**config.mk**
```make
export PLATFORM = sky130hd
export DESIGN_NAME = regfile_read_sequencer
export DESIGN_NICKNAME = d
export VERILOG_FILES = /design/src/rtl/regfile_read_sequencer.sv
export SDC_FILE = /design/constraint.sdc
export NUM_CORES = 1
export LEC_CHECK = 0
export ABC_AREA = 1
export CORE_ASPECT_RATIO = 1.1
export CORE_UTILIZATION = 40
export CTS_CLUSTER_SIZE = 28
export DETAILED_ROUTE_END_ITERATION = 16
export HOLD_SLACK_MARGIN = 0.12
export PLACE_DENSITY_LB_ADDON = 0.25
export SLEW_MARGIN = 20
export SYNTH_ARGS = -nofsm -noshare
export SYNTH_HDL_FRONTEND = slang
export SYNTH_SLANG_ARGS = --single-unit
export TNS_END_PERCENT = 100
```
**constraint.sdc**
```tcl
create_clock -name clk -period 1.4 [get_ports clk]
set_clock_uncertainty 0.05 [all_clocks]
set_input_delay 0.28 -clock clk [delete_from_list [all_inputs] [get_ports clk]]
set_output_delay 0.28 -clock clk [all_outputs]
set_load 0.02 [all_outputs]
```
**src/rtl/regfile_read_sequencer.sv**
```systemverilog
// Source-operand read sequencer for the two-port register file. It reads rs/rt in
// one cycle and optionally rd on port 1, then returns the forwarded operands over valid/ready.
module regfile_read_sequencer #(
   parameter int DATA_W  = 32,
   parameter int INSTR_W = 32
) (
   input  logic               clk,
   input  logic               reset,
   input  logic [INSTR_W-1:0] instr_in,
   input  logic [1:0]         num_src,
   input  logic               in_valid,
   output logic               in_ready,
   output logic [4:0]         instr25_21,
   output logic [4:0]         instr20_16,
   output logic [4:0]         instr15_11,
   output logic               read1or3,
   input  logic [DATA_W-1:0]  rd1_data,
   input  logic [DATA_W-1:0]  rd2_data,
   input  logic               wb_en,
   input  logic [4:0]         wb_addr,
   input  logic [DATA_W-1:0]  wb_data,
   output logic [DATA_W-1:0]  op_a,
   output logic [DATA_W-1:0]  op_b,
   output logic [DATA_W-1:0]  op_c,
   output logic               out_valid,
   input  logic               out_ready,
   output logic               busy
);

   typedef enum logic [1:0] {IDLE, RD_AB, RD_C, DONE} state_t;

   state_t            state_q;
   logic [4:0]        rs_q, rt_q, rd_q;
   logic [1:0]        nsrc_q;
   logic [DATA_W-1:0] op_a_q, op_b_q, op_c_q;
   logic              in_ready_q, out_valid_q, busy_q, read1or3_q;

   // Only the three register fields of the instruction are kept.
   logic unused_instr_bits;
   assign unused_instr_bits = ^{instr_in[INSTR_W-1:26], instr_in[10:0]};

   function automatic logic [DATA_W-1:0] fwd(input logic [4:0] addr, input logic [DATA_W-1:0] d);
      if (addr == 5'd0)                    return '0;
      else if (wb_en && wb_addr == addr)  return wb_data;
      else                                 return d;
   endfunction

   // Handshake/mux flags are flops set alongside the state so they never glitch.
   always_ff @(posedge clk) begin
      if (reset) begin
         state_q     <= IDLE;
         rs_q        <= '0;
         rt_q        <= '0;
         rd_q        <= '0;
         nsrc_q      <= '0;
         op_a_q      <= '0;
         op_b_q      <= '0;
         op_c_q      <= '0;
         in_ready_q  <= 1'b1;
         out_valid_q <= 1'b0;
         busy_q      <= 1'b0;
         read1or3_q  <= 1'b0;
      end else begin
         case (state_q)
            IDLE: if (in_valid) begin
               rs_q       <= instr_in[25:21];
               rt_q       <= instr_in[20:16];
               rd_q       <= instr_in[15:11];
               nsrc_q     <= num_src;
               in_ready_q <= 1'b0;
               busy_q     <= 1'b1;
               if (num_src == 2'd0) begin
                  state_q     <= DONE;
                  out_valid_q <= 1'b1;
               end else begin
                  state_q <= RD_AB;
               end
            end
            RD_AB: begin
               op_a_q <= (nsrc_q >= 2'd1) ? fwd(rs_q, rd1_data) : '0;
               op_b_q <= (nsrc_q >= 2'd2) ? fwd(rt_q, rd2_data) : '0;
               op_c_q <= '0;
               if (nsrc_q == 2'd3) begin
                  state_q    <= RD_C;
                  read1or3_q <= 1'b1;
               end else begin
                  state_q     <= DONE;
                  out_valid_q <= 1'b1;
               end
            end
            RD_C: begin
               op_c_q      <= fwd(rd_q, rd1_data);
               state_q     <= DONE;
               read1or3_q  <= 1'b0;
               out_valid_q <= 1'b1;
            end
            DONE: if (out_ready) begin
               state_q     <= IDLE;
               out_valid_q <= 1'b0;
               in_ready_q  <= 1'b1;
               busy_q      <= 1'b0;
            end
            default: state_q <= IDLE;
         endcase
      end
   end

   assign in_ready   = in_ready_q;
   assign out_valid  = out_valid_q;
   assign busy       = busy_q;
   assign read1or3   = read1or3_q;
   assign instr25_21 = rs_q;
   assign instr20_16 = rt_q;
   assign instr15_11 = rd_q;
   assign op_a       = op_a_q;
   assign op_b       = op_b_q;
   assign op_c       = op_c_q;

endmodule

```
==> flow_summary_export.csv <==
group,metric,value,unit
power_and_ir_drop,combPwrFrac,49.8,%
clocking,path_clk_slew,0.06,ns
clocking,cts_tree,"done",
layout,final_cell_mix,"nand2_1, clkdlybuf4s50_1, inv_1, dfxtp_1, nand3_2",
sta,rsz0062_at_grt,"true",
power_and_ir_drop,seqPwrFrac,24.6,%
sta,setup_ws,-0.334,ns
worst_setup_path,rr_startpoint,"instr25_21[1]",
layout,drive_above_1_share,48.8,%
sta,holdWs,0.315,ns
worst_hold_path,worstHoldPathType,"input port to flip-flop",
worst_setup_path,critPathLaunch,"wb_addr[1]",
power_and_ir_drop,power.internal,10.5,mW
worst_setup_path,cp-start-kind,"input port",
die,initial_utilization,40.9,%
sta,min_period,1.73,ns
logic_synthesis,ys_warn_count,0,
clocking,hold_buffers,0,
power_and_ir_drop,power.switching,6.89,mW
power_and_ir_drop,switching_share,39.5,%
placement,hpwl,15.5,mm
worst_setup_path,rr_endpoint,"op_a[2]",
logic_synthesis,synth-seq-cells,119,
routing,vias,8468,
die,ios,255,
power_and_ir_drop,power.density,1420,nW/um^2
clocking,htreeDepth,4,
sta,fmax,0.577,GHz
placement,dp_slack,-0.547,ns
global_route,first_global_vias,7217,
logic_synthesis,syn_area,6440,um^2
placement,gp_congestion,0.935,
worst_setup_path,critPathArrivalTime,1.99,ns
worst_setup_path,critPathKind,"input port to flip-flop",
sta,worstMarginPinSlew,0.527,ns
power_and_ir_drop,power.leakage,4.95,nW
clocking,cts.sinks,119,
layout,area_growth_syn_to_layout,90.6,%
sta,setup_viol,103,
worst_setup_path,end_kind,"flip-flop",
logic_synthesis,netlist_instances,951,
logic_synthesis,synth_fp_nets,1096,
routing,wl_per_cell,21.6,um
worst_setup_path,slowest_stage,"dlygate4sd2_1",
die,dieArea,16600,um^2
power_and_ir_drop,worst_ir_drop_vdd,0.00112,V
routing,ant_nets,0,
die,die_h,135,um
logic_synthesis,synth.distinct_cells,23,
die,rows,48,
sta,slew_headroom,64.9,%
worst_setup_path,reg2regPathDepth,9,
clocking,cts_made_buffers,17,
clocking,cts_buffer_depth,2,
global_route,grt_antenna_before_repair,2,
placement,port_buffers,237,
power_and_ir_drop,clock_power_share,25.6,%
global_route,overflow,0,
worst_setup_path,path_cells,"dlygate4sd2_1, inv_2, nand2_1, nand2_2, nor2_4, nand3_4, buf_16, nand2_4, nand3_2, a21oi_1",
routing,drt-pass1-iter-count,6,
sta,hold_viol_final,0,
outcome,run_status,"finished with violations",
clocking,clk_latency,0.42,ns
logic_synthesis,syn_avg_cell_area,6.77,um^2
layout,nNetsFinal,1418,
logic_synthesis,yosysSeqAreaShare,37.0,%
global_route,grt_pass1_wl,39.6,mm
global_route,grt_max_degree,54,
worst_setup_path,max_stage_delay,0.38,ns
routing,wirelength,32.0,mm
routing,via_per_inst,5.70,
sta,fin_crit_sh,124,%
worst_setup_path,crit_fanout,8,
routing,drc,0,
clocking,cts-root-buf,"clkbuf_16",
die,fp.coreArea,15700,um^2
worst_hold_path,min_to,"in_ready",
worst_setup_path,required,1.66,ns
global_route,globalRouteTotalUtil,31.8,%
layout,finish.utilization,78.0,%
worst_hold_path,holdPathStages,4,
worst_hold_path,min_from,"reset",
routing,drt_iter0_drc,844,
sta,slew_viol_final,0,
logic_synthesis,synth_top_area_share,37.0,%
logic_synthesis,synth.area.top_cells,"dfxtp_1, nand3_1, nand2_1",
logic_synthesis,synth_top_cell_by_area,"dfxtp_1",
layout,layout_commonest_cell,"nand2_1",
die,die_w,123,um
worst_setup_path,r2r_slack,-0.32,ns
job,drv_cap,0,
outcome,violations,"setup timing",
==> worst max-delay path: cells and delay by family <==
| kind | cells | cell delay (ns) |
|---|---|---|
| buffers and inverters | 3 | 0.70 |
| and+or+nand+nor | 6 | 0.69 |
| AOI/OAI and AO/OA | 1 | 0.30 |
==> synth_stat cells <==
cell	instances
or2_2	2
a21oi_1	124
dfxtp_1	119
inv_2	4
clkbuf_8	12
buf_1	1
nor2_1	13
inv_1	130
dlygate4sd1_1	9
nor4_1	1
buf_6	25
ha_1	5
clkbuf_1	4
nand3_2	3
nand2_1	249
buf_2	5
nand3_1	198
nand4_1	3
nor3_1	1
o21ai_0	25
clkbuf_4	6
a21oi_2	3
nor2_2	9
==> flip-flops by register name, summed over array words and instances, names as in the netlist, 2 cells and up <==
register	cells
instr25_21	5
instr15_11	5
op_a	32
instr20_16	5
op_b	32
op_c	32
state_q	2
nsrc_q	2
==> power by group through the flow <==
stage,Clock (mW),Combinational [mW],Sequential (mW)
after floorplan,0,2.70,4.63
after detailed placement,0,5.72,4.20
after global routing,4.63,8.99,4.32
final,4.46,8.68,4.28
after CTS,4.43,6.93,4.21
after global placement,0,5.70,4.19
==> routing by layer <==
layer | track usage (%) | wire [um]
met1 | 38.9 | 11600
met3 | 7.31 | 3240
met2 | 52.7 | 15100
met4 | 14.0 | 2100
met5 | 0 | 0
==> metrics by stage <==
stage,power [mW],instances,cell area [um^2],TNS [ns]
finish,17.4,1486,12300,-14.03
global route,17.9,1486,12300,-17.04
CTS,15.6,1459,11000,-6.85
detailed placement,9.91,1389,9180,-48.30
global placement,9.89,1389,9180,-46.34
floorplan,7.33,951,6460,-0.240
==> kinds of logic after synthesis <==
family / Yosys count / synth area share (%)
AOI/OAI and AO/OA: 152 / 12.0
adders and majority gates: 5 / 0.972
buffers and inverters: 196 / 17.4
DFF: 119 / 37.0
and+or+nand+nor: 479 / 32.7
==> area by class of cell <==
type,count,area (um^2)
repair buffers,365,3940
well taps,200,250
inverters,134,533
fillers,1046,3460
diodes,2,5.00
multi-input cells,636,4530
flip-flops and latches,119,2420
clock inverters,9,126
clock buffers,21,460
==> worst max path at each step <==
| stage | to | slack [ns] | depth (start not counted) |
|---|---|---|---|
| after floorplan | op_a[11] | -0.02 | 9 |
| after global placement | op_b[1] | -0.51 | 9 |
| after detailed placement | op_c[21] | -0.55 | 9 |
| after CTS | op_c[25] | -0.12 | 9 |
| after global routing | op_a[2] | -0.34 | 9 |
| final | op_a[2] | -0.33 | 10 |
==> timing repair <==
item                       in CTS  in global routing
pin swaps                      41                109
resized for setup             484                389
setup buffers                  21                 12
cloned                         19                 16
setup endpoints to repair     220                176
No activity file was read; power rests on OpenSTA's default activity.
